## config.mk

```make
export PLATFORM = sky130hd
export DESIGN_NAME = upsample_window_buf
export DESIGN_NICKNAME = d
export VERILOG_FILES = /design/src/rtl/upsample_window_buf.sv
export SDC_FILE = /design/constraint.sdc
export NUM_CORES = 2
export LEC_CHECK = 0
export CORE_UTILIZATION = 51
export DETAILED_ROUTE_END_ITERATION = 10
export PLACE_DENSITY = 0.67
export SLEW_MARGIN = 20
export SYNTH_ARGS = -nofsm -noshare
export SYNTH_HDL_FRONTEND = slang
export SYNTH_SLANG_ARGS = --single-unit
export TNS_END_PERCENT = 50
```

## constraint.sdc

```tcl
create_clock -name clk -period 4.1 [get_ports clk]
set_clock_uncertainty 0.2 [all_clocks]
set_input_delay 0.615 -clock clk [delete_from_list [all_inputs] [get_ports clk]]
set_output_delay 0.615 -clock clk [all_outputs]
set_load 0.02 [all_outputs]
```

## src/rtl/upsample_window_buf.sv

```systemverilog
// ---------------------------------------------------------------------------
// upsample_window_buf
//
// Streaming 2x2 window generator feeding the interpolation stage. Pixels of a
// square frame arrive in raster order over a valid/ready handshake. One
// previous row is kept in a line buffer so that, for every accepted pixel at
// (r,c), a window {tl, tr, bl, br} covering (r-1..r, c-1..c) is emitted one
// cycle later. Missing neighbours on the top row and left column are
// replaced by replicating the nearest available pixel.
//
// Parameters
//   DATA_W    pixel width in bits
//   MAX_COLS  line-buffer depth and largest frame side (power of two, >= 4)
//   CW        row/column index width, derived from MAX_COLS
//
// Ports
//   clk        clock, rising edge
//   rst        synchronous active-high reset
//   size_sel   frame side select: side = min(4 << size_sel, MAX_COLS)
//   in_valid   input pixel valid
//   in_ready   block can accept a pixel this cycle
//   in_data    input pixel
//   out_valid  window valid
//   out_ready  downstream accepts the window
//   out_tl/tr/bl/br  window pixels (br is the pixel that produced it)
//   out_col/out_row  frame position of out_br
//   out_sof    window is at (0,0)
//   out_eol    window is at the last column
//   out_eof    window is at the last column of the last row
// ---------------------------------------------------------------------------
module upsample_window_buf #(
   parameter int DATA_W   = 16,
   parameter int MAX_COLS = 128,
   parameter int CW       = $clog2(MAX_COLS)
) (
   input  logic              clk,
   input  logic              rst,
   input  logic [2:0]        size_sel,
   input  logic              in_valid,
   output logic              in_ready,
   input  logic [DATA_W-1:0] in_data,
   output logic              out_valid,
   input  logic              out_ready,
   output logic [DATA_W-1:0] out_tl,
   output logic [DATA_W-1:0] out_tr,
   output logic [DATA_W-1:0] out_bl,
   output logic [DATA_W-1:0] out_br,
   output logic [CW-1:0]     out_col,
   output logic [CW-1:0]     out_row,
   output logic              out_sof,
   output logic              out_eol,
   output logic              out_eof
);

   // Largest size_sel that still yields a side below MAX_COLS is
   // log2(MAX_COLS/4) - 1; anything at or above log2(MAX_COLS/4) clamps.
   localparam logic [31:0] SEL_CLAMP = 32'(CW - 2);

   // ------------------------------------------------------------------
   // State
   // ------------------------------------------------------------------
   // Frame side is held as (N - 1): the last valid index. Reset value 3
   // corresponds to a side of 4.
   logic [CW-1:0]     r_last;
   logic [CW-1:0]     r_col;
   logic [CW-1:0]     r_row;

   // Left-neighbour registers: previous accepted pixel (for bl) and the
   // line-buffer word read alongside it (for tl).
   logic [DATA_W-1:0] r_prev_pix;
   logic [DATA_W-1:0] r_prev_top;

   // One row of history. Deliberately not reset: on row 0 every top term
   // is replaced by the current row, so stale words are never visible.
   logic [DATA_W-1:0] r_line [MAX_COLS];

   logic              r_out_valid;
   logic [DATA_W-1:0] r_out_tl;
   logic [DATA_W-1:0] r_out_tr;
   logic [DATA_W-1:0] r_out_bl;
   logic [DATA_W-1:0] r_out_br;
   logic [CW-1:0]     r_out_col;
   logic [CW-1:0]     r_out_row;
   logic              r_out_sof;
   logic              r_out_eol;
   logic              r_out_eof;

   // ------------------------------------------------------------------
   // Combinational datapath
   // ------------------------------------------------------------------
   logic              w_in_ready;
   logic              w_accept;
   logic              w_load;
   logic              w_first;
   logic              w_row0;
   logic              w_col0;
   logic [CW-1:0]     w_last_dec;
   logic [CW-1:0]     w_last;
   logic              w_col_last;
   logic              w_row_last;
   logic [DATA_W-1:0] w_top_raw;
   logic [DATA_W-1:0] w_tl;
   logic [DATA_W-1:0] w_tr;
   logic [DATA_W-1:0] w_bl;

   // The output register is the only storage stage, so a new pixel can be
   // taken whenever the current window is absent or leaving this cycle.
   assign w_in_ready = !r_out_valid || out_ready;
   assign w_accept   = in_valid && w_in_ready;
   // Reset wins over a same-cycle accept: nothing is written or counted.
   assign w_load     = w_accept && !rst;

   assign w_row0  = (r_row == '0);
   assign w_col0  = (r_col == '0);
   assign w_first = w_row0 && w_col0;

   // Decode size_sel into the last index of the frame, clamping to the
   // line-buffer depth.
   always_comb begin
      w_last_dec = {CW{1'b1}};
      if (32'(size_sel) < SEL_CLAMP) begin
         w_last_dec = CW'((32'd4 << size_sel) - 32'd1);
      end
   end

   // The first pixel of a frame already runs under the newly decoded side;
   // every later pixel uses the latched side, so mid-frame size_sel changes
   // are ignored.
   assign w_last     = w_first ? w_last_dec : r_last;
   assign w_col_last = (r_col == w_last);
   assign w_row_last = (r_row == w_last);

   // Line buffer still holds the previous row at [c] because this cycle's
   // write only lands on the clock edge.
   assign w_top_raw = r_line[r_col];

   // Edge replication:
   //   left column -> bl from br, tl from tr
   //   top row     -> tr from br, tl from bl
   assign w_bl = w_col0 ? in_data : r_prev_pix;
   assign w_tr = w_row0 ? in_data : w_top_raw;

   always_comb begin
      w_tl = r_prev_top;
      if (w_row0) begin
         w_tl = w_bl;
      end else if (w_col0) begin
         w_tl = w_top_raw;
      end
   end

   // ------------------------------------------------------------------
   // Position counters, frame-size latch and left-neighbour registers
   // ------------------------------------------------------------------
   always_ff @(posedge clk) begin
      if (rst) begin
         r_last     <= CW'(3);
         r_col      <= '0;
         r_row      <= '0;
         r_prev_pix <= '0;
         r_prev_top <= '0;
      end else if (w_accept) begin
         r_prev_pix <= in_data;
         r_prev_top <= w_top_raw;
         if (w_first) begin
            r_last <= w_last_dec;
         end
         if (w_col_last) begin
            r_col <= '0;
            // Last pixel of the last row closes the frame.
            r_row <= w_row_last ? '0 : r_row + CW'(1);
         end else begin
            r_col <= r_col + CW'(1);
         end
      end
   end

   // ------------------------------------------------------------------
   // Line buffer write (no reset so it maps onto block RAM)
   // ------------------------------------------------------------------
   always_ff @(posedge clk) begin
      if (w_load) begin
         r_line[r_col] <= in_data;
      end
   end

   // ------------------------------------------------------------------
   // Output register stage
   // ------------------------------------------------------------------
   always_ff @(posedge clk) begin
      if (rst) begin
         r_out_valid <= 1'b0;
         r_out_tl    <= '0;
         r_out_tr    <= '0;
         r_out_bl    <= '0;
         r_out_br    <= '0;
         r_out_col   <= '0;
         r_out_row   <= '0;
         r_out_sof   <= 1'b0;
         r_out_eol   <= 1'b0;
         r_out_eof   <= 1'b0;
      end else if (w_accept) begin
         // Covers both a fresh window and drain-plus-refill in one cycle.
         r_out_valid <= 1'b1;
         r_out_tl    <= w_tl;
         r_out_tr    <= w_tr;
         r_out_bl    <= w_bl;
         r_out_br    <= in_data;
         r_out_col   <= r_col;
         r_out_row   <= r_row;
         r_out_sof   <= w_first;
         r_out_eol   <= w_col_last;
         r_out_eof   <= w_col_last && w_row_last;
      end else if (out_ready) begin
         // Window consumed with nothing to replace it; data words are left
         // as they were since they are qualified by out_valid.
         r_out_valid <= 1'b0;
      end
   end

   // ------------------------------------------------------------------
   // Outputs
   // ------------------------------------------------------------------
   assign in_ready  = w_in_ready;
   assign out_valid = r_out_valid;
   assign out_tl    = r_out_tl;
   assign out_tr    = r_out_tr;
   assign out_bl    = r_out_bl;
   assign out_br    = r_out_br;
   assign out_col   = r_out_col;
   assign out_row   = r_out_row;
   assign out_sof   = r_out_sof;
   assign out_eol   = r_out_eol;
   assign out_eof   = r_out_eof;

endmodule

```

Word level (Yosys, flattened, before mapping)
Memory sizes are Yosys's and may differ from the RTL's. A register that Yosys moved wholly into a read port is not among the register bits.
Cells that the tools add are included.
{"block": "op_classes", "n_addsub": 3, "order_cmp": 1, "n_eq_ne": 2, "shifts": 1, "mux": 14, "reduce_logical": 11}
{"operator": "2-to-1 mux 16 bit", "count": 4}
{"operator": "2-to-1 mux 7 bit", "count": 6}
{"operator": "adder 7 x 1 -> 7 bit (second input constant)", "count": 2}
{"operator": "== test 7 bit", "count": 2}
{"operator": "zero test 7 bit", "count": 2}
{"operator": "<< shifter 3 x 3 -> 7 bit (first input constant)", "count": 1}
{"operator": "subtractor 7 x 1 -> 7 bit (second input constant)", "count": 1}
{"operator": "logical AND 1 bit", "count": 4}
{"operator": "2-to-1 mux 1 bit", "count": 4}
{"operator": "less-than comparator 3 bit (second input constant)", "count": 1}
{"operator": "zero test 1 bit", "count": 2}
{"operator": "AND reduction 2 bit", "count": 1}
{"operator": "nonzero test 2 bit", "count": 1}
{"operator": "logical OR 1 bit", "count": 1}
{"block": "totals", "reg_bits": 119, "ramBits": 2048, "in_bits": 23, "out_inout_bits": 83, "elab_cells": 47, "memories": 1}
{"name": "r_line", "words": 128, "word_bits": 16, "rd": 1, "rd_ports_with_merged_regs": 1, "write_ports": 1, "line_no": "75", "rtl": "logic [DATA_W-1:0] r_line [MAX_COLS];"}

Longest topological paths before layout
{"block": "depth", "ltp_word": 8, "depth_mapped": 15, "ltp_nobuf": 11}

Least setup slack after synthesis
Ideal clock, no wire load.
{"block": "synth_timing", "path_kind": "in2reg", "start": "input out_ready", "end": "memory r_line[111][0] (enable)", "setup_time_ns": 0.409, "arrival_time_ns": 3.030, "required_ns": 3.491, "path_slack_ns": 0.461, "path_stages": 6, "path_buffers": 2, "path_cell_list": "nand2b_1 -> and2_1 -> clkbuf_1 -> nand4_1 -> clkbuf_1 -> nor3_1"}
{"block": "synth_between", "elab_chain_len": 5}
{"element": "start, declared", "line_no": "43", "rtl": "input logic out_ready,"}
{"element": "logical OR 1 bit", "line_no": "108", "rtl": "assign w_in_ready = !r_out_valid || out_ready;"}
{"element": "logical AND 1 bit", "line_no": "109", "rtl": "assign w_accept = in_valid && w_in_ready;"}
{"element": "logical AND 1 bit", "line_no": "111", "rtl": "assign w_load = w_accept && !rst;"}
{"element": "2-to-1 mux 1 bit", "line_no": "182", "rtl": "if (w_load) begin"}
{"element": "2-to-1 mux 1 bit (not written as such)", "line_no": "183", "rtl": "r_line[r_col] <= in_data;"}
{"element": "end, declared", "line_no": "75"}
Every way passes these cells.

==> results.py <==
metrics = {
    "placement": {
        "io_buffer_count": 105,
        "routabilityCongestion": 0.845,
        "dp_hpwl_um": 127000,
    },
    "worst_setup_path": {
        "end_kind": "flop",
        "path_max_fanout": 35,
        "critical_path_class": "flop to flop",
        "crit_required_ps": 4620,
        "arrival_ps": 4460,
        "start_kind": "flop",
    },
    "yosys": {
        "synth_largest_area_cell": "edfxtp_1",
        "yosys.area_share.simple_pct": 2.97,
        "ys_ff_latch": 2174,
        "yosysMostFrequentCell": "edfxtp_1",
        "synthArstFlopShare_pct": 0,
        "synth_common_cells": "2,048 x edfxtp_1, 568 x mux4_2, 188 x nor2_1",
        "synth-xor-area-share_pct": 0.209,
        "synth.avg_cell_area_sq_um": 21.0,
        "ys_seq_area_share_pct": 76.3,
        "syn_inst": 3998,
        "synth_flop_cell": "edfxtp_1",
        "synth_adder_area_share_pct": 0.0746,
        "synth_top_family_by_area": "multiplexers",
        "synth_compound_area_share_pct": 2.62,
        "synth_top_area_share_pct": 73.3,
        "synth_edf_count": 2048,
        "synthMuxAreaShare_pct": 16.3,
        "netlist_area_sq_mm": 0.0839,
        "synth_area_leaders": "edfxtp_1 73%, mux4_2 15%, dfxtp_1 3.0%, mux2i_1 1.1%, nor2_1 0.84%",
        "ys_types": 58,
        "yosysWarnings": 0,
        "syn-num-nets": 4026,
    },
    "global_route": {
        "grt_pass1_wl_um": 303000,
        "grt_max_degree": 130,
        "antenna_found_initial": 10,
        "grt_pass1_vias": 42000,
        "grt_overflow": 0,
        "grt_use_total_pct": 25.5,
    },
    "power": {
        "pwr-share-clk_pct": 40.4,
        "intPower_mw": 36.1,
        "pwr-share-seq_pct": 52.9,
        "p_comb_share_pct": 6.7,
        "power_switching_mw": 10.1,
        "switching_share_pct": 21.9,
        "ir_drop_mv": 0.399,
        "p_leak_nw": 30.0,
        "power_per_cell_area_mw_per_mm2": 479,
    },
    "clock_network": {
        "post-cts-setup-buffers": 0,
        "cts_tree": "yes",
        "cts_hold_buf": 3,
        "cts.path.max_buffers": 3,
        "cts-root-buf": "clkbuf_16",
        "cts_sinks": 2174,
        "insertion_delay_ps": 860,
        "cts_made_buffers": 209,
        "htreeDepth": 4,
        "clk_pin_slew_ps": 70,
        "cts_resized": 0,
    },
    "route": {
        "vias_per_cell": 6.28,
        "routed_wirelength_um": 210000,
        "drtIter0Drc": 5535,
        "wl_per_cell_um": 31.0,
        "dr.pass1.iters": 5,
        "antenna_left": 0,
        "drc": 0,
        "vias": 42600,
    },
    "layout": {
        "nFillCells": 11500,
        "utilization_pct": 59.2,
        "layout-drive-gt1-share_pct": 28.4,
        "syn_to_final_growth_pct": 15.0,
        "multi_input_comb_area_sq_mm": 0.0189,
        "seqCellArea_sq_mm": 0.0640,
        "layout.nets": 4450,
    },
    "sta": {
        "setup-violations-final": 0,
        "hold_viol": 0,
        "fmax_ghz": 0.254,
        "worst_slew_pin_slew_ps": 1040,
        "slew_violations": 0,
        "period_needed_ps": 3940,
        "finalCritPeriodShare_pct": 96.1,
        "slew_headroom_pct": 31.0,
        "rsz0062_at_grt": "false",
        "fin_tns_setup_ps": 0,
    },
    "die": {
        "core_area_sq_mm": 0.163,
        "initial_core_util_pct": 51.5,
        "rows": 148,
        "die_area_sq_mm": 0.166,
        "die_w_um": 408,
        "die_h_um": 408,
        "design.portCount": 106,
    },
    "worst_hold_path": {
        "worst_hold_path_type": "primary input to flop",
    },
    "run": {
        "cap_violations": 0,
    },
    "status": {
        "status": "finished clean",
    },
}
[critical path: stages (launching register included)]
cell and delay (ps):
dfxtp_4 620, buf_12 340, buf_4 430, mux4_2 560
mux4_2 550, o22ai_1 570, or4_1 280, o211a_1 150
nor3_1 40
[registers in the layout, indices dropped and copies added (netlist names), named ones only]
signal and cells:
out_tl 16, out_br 16, r_last 7, r_line 2048, r_row 7, out_col 7
out_eof 1, r_prev_top 16, out_tr 16, out_row 7, out_sof 1, out_bl 16
out_valid 1, r_col 7, out_eol 1
[per-stage QoR]
step                      instances  worst slack [ps]  power, mW  hold slack, ps  area (sq um)
after CTS                      6774               162       46.4            24.5         96400
after floorplan                3998               461       26.7             236         83900
after detailed placement       6382               163       28.0             251         89800
after global placement         6382               182       28.0             244         89800
final                          6778               158       46.2            45.9         96500
after global routing           6775               116       47.4            29.7         96500
[cell type report]
class | instances | share of cell area, %
clock inverter | 121 | 1.12
timing repair buffer | 448 | 4.24
antenna | 3 | 0.00778
tap | 2175 | 2.82
sequential | 2174 | 66.4
multi-input combinational | 1566 | 19.6
clock buffer | 268 | 5.76
inverter | 23 | 0.0895
[final timing paths]
| kind | start | to | slack [ps] | cells past startpoint |
|---|---|---|---|---|
| max | flop | out_tr[1] | 160 | 8 |
| min | in_data[8] | r_line[89][8] | 50 | 1 |
| min reg2reg | out_row[6] | out_row[6] | 260 | 2 |
| max reg2reg | flop | out_tr[1] | 160 | 8 |
[layer usage]
metal  GRT usage, %  vias to the layer above  share of wire [%]
met2           39.4                     2143                 47
met5              0                        -                  0
met4           7.25                        0                2.7
met3           4.59                      298                8.8
li1               -                    17400                  -
met1           37.5                    22700                 41
[power by group through the flow]
| stage | Clock (mW) | Combinational [mW] | Sequential (mW) |
|---|---|---|---|
| 2_1_floorplan | 0 | 1.82 | 24.9 |
| 3_3_place_gp | 0 | 3.08 | 24.9 |
| 3_5_place_dp | 0 | 3.11 | 24.9 |
| 4_1_cts | 18.9 | 3.12 | 24.4 |
| 5_1_grt | 19.7 | 3.28 | 24.4 |
| 6_report | 18.7 | 3.10 | 24.4 |
[cell families after synthesis]
| logic type | count (synthesis) |
|---|---|
| flip-flops | 2174 |
| AND/OR/NAND/NOR | 536 |
| buffers and inverters | 258 |
| multiplexers | 658 |
| AO/OA/AOI/OAI | 347 |
| adder cells (fa/ha/maj) | 5 |
| XOR/XNOR | 20 |
[cell usage in the layout (no fill, tap or decap), drive strengths merged, types with 16 or more instances in the layout]
master | Yosys | routed
nand3b | 16 | 16
mux4 | 568 | 568
o21ai | 56 | 56
clkdlybuf4s50 | 0 | 88
nand3 | 19 | 19
clkbuf | 111 | 268
nor2b | 35 | 35
edfxtp | 2048 | 2048
a21oi | 117 | 117
a31oi | 19 | 19
nand2 | 148 | 148
buf | 124 | 357
dfxtp | 126 | 126
clkinv | 6 | 98
o22ai | 31 | 31
a22oi | 24 | 24
mux2i | 89 | 89
nor2 | 190 | 190
nor3 | 69 | 69
inv | 17 | 26
a211oi | 40 | 40
Power figures use the tool's default switching activity.
